[config.mk]
export PLATFORM = sky130hd
export DESIGN_NAME = keycode_event_tracker
export DESIGN_NICKNAME = d
export VERILOG_FILES = /design/src/rtl/keycode_event_tracker.sv
export SDC_FILE = /design/constraint.sdc
export NUM_CORES = 1
export LEC_CHECK = 0
export ABC_CLOCK_PERIOD_IN_PS = 5200
export CAP_MARGIN = 20
export CORE_MARGIN = 2
export CORE_UTILIZATION = 45
export CTS_CLUSTER_SIZE = 20
export DETAILED_ROUTE_END_ITERATION = 7
export DONT_BUFFER_PORTS = 1
export HOLD_SLACK_MARGIN = 0.08
export SLEW_MARGIN = 30
export SYNTH_ARGS = -nofsm -noshare
export SYNTH_HDL_FRONTEND = slang
export SYNTH_SLANG_ARGS = --single-unit
[constraint.sdc]
create_clock -name clk_clk -period 5.2 [get_ports clk_clk]
set_input_delay 1.04 -clock clk_clk [delete_from_list [all_inputs] [get_ports clk_clk]]
set_output_delay 1.04 -clock clk_clk [all_outputs]
set_load 0.01 [all_outputs]
[src/rtl/keycode_event_tracker.sv]
// Diffs successive HID boot reports into press/release events queued in a FWFT FIFO.
// Optional auto-repeat events are enabled by defining KEYCODE_REPEAT_EN.
module keycode_event_tracker #(
  parameter int unsigned NUM_KEYS      = 6,
  parameter int unsigned KEY_W         = 8,
  parameter int unsigned DEPTH         = 16,
  parameter int unsigned REPEAT_DELAY  = 500000,
  parameter int unsigned REPEAT_PERIOD = 50000
) (
  input  logic                      clk_clk,
  input  logic                      reset_reset,
  input  logic [NUM_KEYS*KEY_W-1:0] report_data,
  input  logic                      report_valid,
  output logic                      report_ready,
  output logic [KEY_W+1:0]          evt_data,
  output logic                      evt_valid,
  input  logic                      evt_ready,
  output logic [$clog2(DEPTH):0]    evt_count,
  output logic [KEY_W-1:0]          last_key
);

  localparam int unsigned PtrW = $clog2(DEPTH);
  localparam int unsigned IdxW = (NUM_KEYS > 1) ? $clog2(NUM_KEYS) : 1;
  localparam int unsigned RptW = NUM_KEYS * KEY_W;

  typedef enum logic [1:0] {StIdle, StRel, StPrs, StCommit} state_e;

  state_e            state_q, state_d;
  logic [IdxW-1:0]   idx_q, idx_d;
  logic [RptW-1:0]   new_q, new_d;
  logic [RptW-1:0]   prev_q, prev_d;
  logic [KEY_W-1:0]  last_key_q, last_key_d;

  logic [KEY_W-1:0]  cur_key;
  logic              in_other, dup, emit;
  logic              scan_push, rpt_push, push, pop, full, can_push;
  logic [KEY_W+1:0]  push_data;

  logic [KEY_W+1:0]  mem [DEPTH];
  logic [PtrW-1:0]   wr_ptr_q, rd_ptr_q;
  logic [PtrW:0]     count_q;

  // REL scans old slots against the new report; PRS scans new slots against the old one.
  always_comb begin
    cur_key  = '0;
    in_other = 1'b0;
    dup      = 1'b0;
    for (int unsigned j = 0; j < NUM_KEYS; j++) begin
      if (IdxW'(j) == idx_q) begin
        cur_key = (state_q == StPrs) ? new_q[j*KEY_W +: KEY_W] : prev_q[j*KEY_W +: KEY_W];
      end
    end
    for (int unsigned j = 0; j < NUM_KEYS; j++) begin
      if (((state_q == StPrs) ? prev_q[j*KEY_W +: KEY_W] : new_q[j*KEY_W +: KEY_W]) == cur_key) begin
        in_other = 1'b1;
      end
      if (IdxW'(j) < idx_q &&
          ((state_q == StPrs) ? new_q[j*KEY_W +: KEY_W] : prev_q[j*KEY_W +: KEY_W]) == cur_key) begin
        dup = 1'b1;
      end
    end
    emit = (state_q == StRel || state_q == StPrs) && cur_key != '0 && !in_other && !dup;
  end

  assign full     = count_q == (PtrW+1)'(DEPTH);
  assign pop      = evt_ready && count_q != '0;
  assign can_push = !full || pop;

  always_comb begin
    state_d    = state_q;
    idx_d      = idx_q;
    new_d      = new_q;
    prev_d     = prev_q;
    last_key_d = last_key_q;
    scan_push  = 1'b0;
    unique case (state_q)
      StIdle: begin
        if (report_valid) begin
          new_d   = report_data;
          idx_d   = '0;
          state_d = StRel;
        end
      end
      StRel, StPrs: begin
        // A due emission with no room holds the slot index until space frees up.
        if (!emit || can_push) begin
          scan_push = emit;
          if (emit) begin
            if (state_q == StPrs) begin
              last_key_d = cur_key;
            end else if (cur_key == last_key_q) begin
              last_key_d = '0;
            end
          end
          if (idx_q == IdxW'(NUM_KEYS - 1)) begin
            idx_d   = '0;
            state_d = (state_q == StRel) ? StPrs : StCommit;
          end else begin
            idx_d = idx_q + IdxW'(1);
          end
        end
      end
      StCommit: begin
        prev_d  = new_q;
        state_d = StIdle;
      end
      default: state_d = StIdle;
    endcase
  end

  always_ff @(posedge clk_clk) begin
    if (reset_reset) begin
      state_q    <= StIdle;
      idx_q      <= '0;
      new_q      <= '0;
      prev_q     <= '0;
      last_key_q <= '0;
    end else begin
      state_q    <= state_d;
      idx_q      <= idx_d;
      new_q      <= new_d;
      prev_q     <= prev_d;
      last_key_q <= last_key_d;
    end
  end

`ifdef KEYCODE_REPEAT_EN
  logic [31:0] rpt_cnt_q, rpt_cnt_d;
  logic        rpt_first_q, rpt_first_d;
  logic        rpt_due;

  always_comb begin
    rpt_cnt_d   = rpt_cnt_q + 32'd1;
    rpt_first_d = rpt_first_q;
    rpt_due     = 1'b0;
    if (last_key_q == '0 || last_key_d != last_key_q) begin
      rpt_cnt_d   = '0;
      rpt_first_d = 1'b1;
    end else if (rpt_cnt_q == (rpt_first_q ? REPEAT_DELAY - 1 : REPEAT_PERIOD - 1)) begin
      // Fires whether or not the push lands; a dropped repeat still restarts the period.
      rpt_due     = 1'b1;
      rpt_cnt_d   = '0;
      rpt_first_d = 1'b0;
    end
  end

  always_ff @(posedge clk_clk) begin
    if (reset_reset) begin
      rpt_cnt_q   <= '0;
      rpt_first_q <= 1'b1;
    end else begin
      rpt_cnt_q   <= rpt_cnt_d;
      rpt_first_q <= rpt_first_d;
    end
  end

  assign rpt_push = rpt_due && state_q == StIdle && !full;
`else
  logic unused_rpt_params;
  assign unused_rpt_params = ^{REPEAT_DELAY, REPEAT_PERIOD};
  assign rpt_push          = 1'b0;
`endif

  assign push      = scan_push || rpt_push;
  assign push_data = scan_push ? {((state_q == StPrs) ? 2'b01 : 2'b10), cur_key}
                               : {2'b11, last_key_q};

  always_ff @(posedge clk_clk) begin
    if (reset_reset) begin
      wr_ptr_q <= '0;
      rd_ptr_q <= '0;
      count_q  <= '0;
    end else begin
      if (push) wr_ptr_q <= wr_ptr_q + PtrW'(1);
      if (pop)  rd_ptr_q <= rd_ptr_q + PtrW'(1);
      if (push && !pop) begin
        count_q <= count_q + (PtrW+1)'(1);
      end else if (!push && pop) begin
        count_q <= count_q - (PtrW+1)'(1);
      end
    end
  end

  always_ff @(posedge clk_clk) begin
    if (push) mem[wr_ptr_q] <= push_data;
  end

  assign report_ready = state_q == StIdle;
  assign evt_data     = mem[rd_ptr_q];
  assign evt_valid    = count_q != '0;
  assign evt_count    = count_q;
  assign last_key     = last_key_q;

endmodule

==> reports/qor.yml <==
final_area_um2: 15930
worstMarginPinSlew_ns: 0.8567
grt_first_pass_wirelength_um: 56190
critical_path_required_ns: 5.71
crit_type: "flop to flop"
clock_latency_ns: 0.57
vias_per_cell: 5.671
min_period_ns: 4.971
grt_pass1_vias: 9356
start_util_pct: 45.41
holdBufCountCts: 0
ys_types: 83
dp_cells: 1575
nets: 1286
async_flop_share_pct: 0
synth_edf_count: 160
worstRegToRegCells: 22
finalClockSkew_ns: 0.01982
htreeDepth: 1
hold_viol: 0
yosys_warnings: 0
hold_ws_ns: 0.4865
worstReg2RegStart: "state_q[0]$_SDFFE_PP0P_"
coreArea_um2: 31390
cts_buffer_depth: 3
synth.yosys.seq_area_share_pct: 51.40
gr-total-overflow: 0
synth_fp_nets: 1252
vias: 9267
syn_inst: 1182
outcome: "completed"
io_pins: 77
synth_top_family_by_area: "multiplexers"
period_share_pct: 95.60
place_area_um2: 14920
peakVddDrop_mv: 0.2966
critPathMaxFanout: 15
cts_made_buffers: 30
dieHeight_um: 182.0
port_buffers: 0
maxSlewHeadroom_pct: 42.89
rr_endpoint: "evt_count[4]$_SDFFE_PP0P_"
final_max_slew_viol_count: 0
fin_setup_tns_ns: 0
setup_viol: 0
whs_endpoint: "new_q[33]$_SDFFE_PP0P_"
drv_cap: 0
synth-adder-area-share_pct: 1.632
routed_wirelength_um: 36440
gp_congestion: 1.004
yosys.area.top_type_share_pct: 33.70
clockRootBuffer: "clkbuf_16"
rsz0062_at_grt: "no"
routedWlPerCell_um: 22.30
core.rowCount: 65
area_growth_pct: 11.71
grt.total_usage_pct: 22.10
yosys.area.top_type: "edfxtp_1"
cts.sinks: 286
finalNonFillerCells: 1634
dp_slack_ns: -0.02597
place_hpwl_um: 26300
worstHoldStart: "new_q[33]$_SDFFE_PP0P_"
drt_pass1_iterations: 5
final_cell_mix: "edfxtp_1 (160), mux2i_1 (131), dfxtp_1 (123)"
grt_max_degree: 123
synth.avg_cell_area_um2: 12.06
synth_seq_cells: 286
drive_above_1_share_pct: 18.59
utilization_pct: 50.73
fin_ws_ns: 0.2289
hold_path_class: "flop to flop"
power.total_mw: 6.612
yosys_most_used_dff: "edfxtp_1"
reg2reg_slack_ns: 0.23
drc_errors: 0
synthMuxAreaShare_pct: 19.06
max_freq_ghz: 0.2012
ant_nets: 0
cts_tree: "done"
synth_compound_area_share_pct: 8.399
synth-simple-area-share_pct: 10.97
final_common_cell: "edfxtp_1"
end_kind: "flop"
drtIter0Drc: 698
die_area_um2: 33120
dieWidth_um: 182.0
cellPowerDensity_nw_per_um2: 415.2
synth_area_leaders: "edfxtp_1 (34%), dfxtp_1 (18%), mux2i_1 (9.4%)"
syn_area_um2: 14260
antenna_found_initial: 0
critPathArrivalTime_ns: 5.48
antenna_cells: 0
cp-start-kind: "flop"
clkTransAtPathRegs_ns: 0.06
fillers: 2756
synthXorXnorAreaFrac_pct: 4.976
worstHoldPathCells: 2
power_leakage_nw: 5.282
[worst max-delay path by stage]
| stage | start | to | slack [ns] | cells after the start |
|---|---|---|---|---|
| after floorplan | idx_q[1]$_SDFFE_PP0P_ | evt_count[4]$_SDFFE_PP0P_ | 0.63 | 24 |
| after global placement | state_q[0]$_SDFFE_PP0P_ | evt_count[4]$_SDFFE_PP0P_ | 0.03 | 20 |
| after detailed placement | state_q[0]$_SDFFE_PP0P_ | evt_count[4]$_SDFFE_PP0P_ | -0.03 | 20 |
| after CTS | state_q[0]$_SDFFE_PP0P_ | evt_count[4]$_SDFFE_PP0P_ | 0.05 | 21 |
| after global routing | state_q[0]$_SDFFE_PP0P_ | evt_count[4]$_SDFFE_PP0P_ | 0.009 | 21 |
| final | state_q[0]$_SDFFE_PP0P_ | evt_count[4]$_SDFFE_PP0P_ | 0.23 | 22 |
[registers in the layout, summed over array words and instances (netlist names), named ones only]
signal     count
evt_count      5
idx_q          3
last_key       8
mem          160
new_q         48
prev_q        48
rd_ptr_q       4
state_q        2
wr_ptr_q       4
[power breakdown]
part	total [mW]	switching [mW]	leakage, nW	internal [mW]
combinational	2.00	1.07	2.31	0.922
clock	1.94	0.845	0.426	1.09
sequential	2.68	0.184	2.55	2.50
total	6.61	2.10	5.28	4.51
[layer usage]
layer  share of wire [%]  vias up  global-route usage (%)  wire length, um
met2                  50      228                   39.34            18190
met4                 3.3        0                   6.613             1215
met5                   0        -                       0                0
met1                  42     4533                   27.84            15340
li1                    -     4431                       -                -
met3                 4.6       75                   3.369             1694
[worst max-delay path, cell delays in order, from the launching register on]
cell and delay [ns]:
dfxtp_1 0.37, inv_1 0.11, ha_4 0.19, buf_12 0.14, buf_12 0.16, mux2i_2 0.16, buf_4 0.16, a22oi_1 0.32
o311a_1 0.44, nor3_1 0.09, a2111oi_0 0.40, nand4_1 0.19, o32ai_1 0.17, a211oi_1 0.10, and4b_2 0.29, ha_1 0.27
inv_1 0.14, ha_1 0.27, a21o_1 0.16, a21oi_1 0.19, xnor2_1 0.12, or3_1 0.31, a21oi_1 0.13
[cell usage after synthesis (3+ instances only)]
| cell type | number |
|---|---|
| buf_1 | 13 |
| nand3_1 | 9 |
| nor2_1 | 93 |
| xor2_1 | 13 |
| xnor2_1 | 68 |
| mux2_2 | 15 |
| mux2_4 | 3 |
| nor3_1 | 15 |
| dfxtp_1 | 126 |
| nor2b_1 | 6 |
| buf_6 | 13 |
| edfxtp_1 | 160 |
| nand2b_1 | 10 |
| nand2_1 | 122 |
| ha_1 | 17 |
| o211ai_1 | 6 |
| nand4_1 | 18 |
| a21o_1 | 3 |
| o211a_1 | 3 |
| nand3b_1 | 4 |
| a21oi_1 | 77 |
| a2111oi_0 | 3 |
| nor3b_1 | 3 |
| and2_1 | 15 |
| mux2i_1 | 134 |
| o2bb2ai_1 | 10 |
| nor4_1 | 4 |
| buf_4 | 6 |
| a31o_2 | 3 |
| o32ai_1 | 3 |
| o221ai_1 | 9 |
| a22oi_1 | 7 |
| inv_1 | 17 |
| o22ai_1 | 3 |
| and3b_1 | 3 |
| o21ai_0 | 12 |
| mux4_2 | 50 |
| and3_1 | 4 |
| clkbuf_1 | 37 |
| nor4b_1 | 3 |
| buf_2 | 10 |
[kinds of logic (layout without fill, tap and decap cells)]
group           Yosys count  in the layout
simple gates            327            327
flops                   286            286
mux                     204            204
compound gates          169            169
buf+inv                  97            147
xor+xnor                 81             81
fa+ha+maj                18             18
[repair_timing]
action                     4_1_cts  5_1_grt
buffers inserted                 0       11
pin swaps                        0        2
setup endpoints to repair        1       59
gates resized for setup          1        6
gates cloned                     0        0
[cell type report]
cell class                 instances  area (um^2)  area share [%]
clock inverter                     7        55.05          0.3457
inverter                          17        63.81          0.4007
timing repair buffer              82        665.6           4.180
clock buffer                      41        822.0           5.162
multi-input combinational        799         6482           40.71
sequential                       286         7333           46.05
tap                              402        503.0           3.158
(Power assumes the default switching activity.)
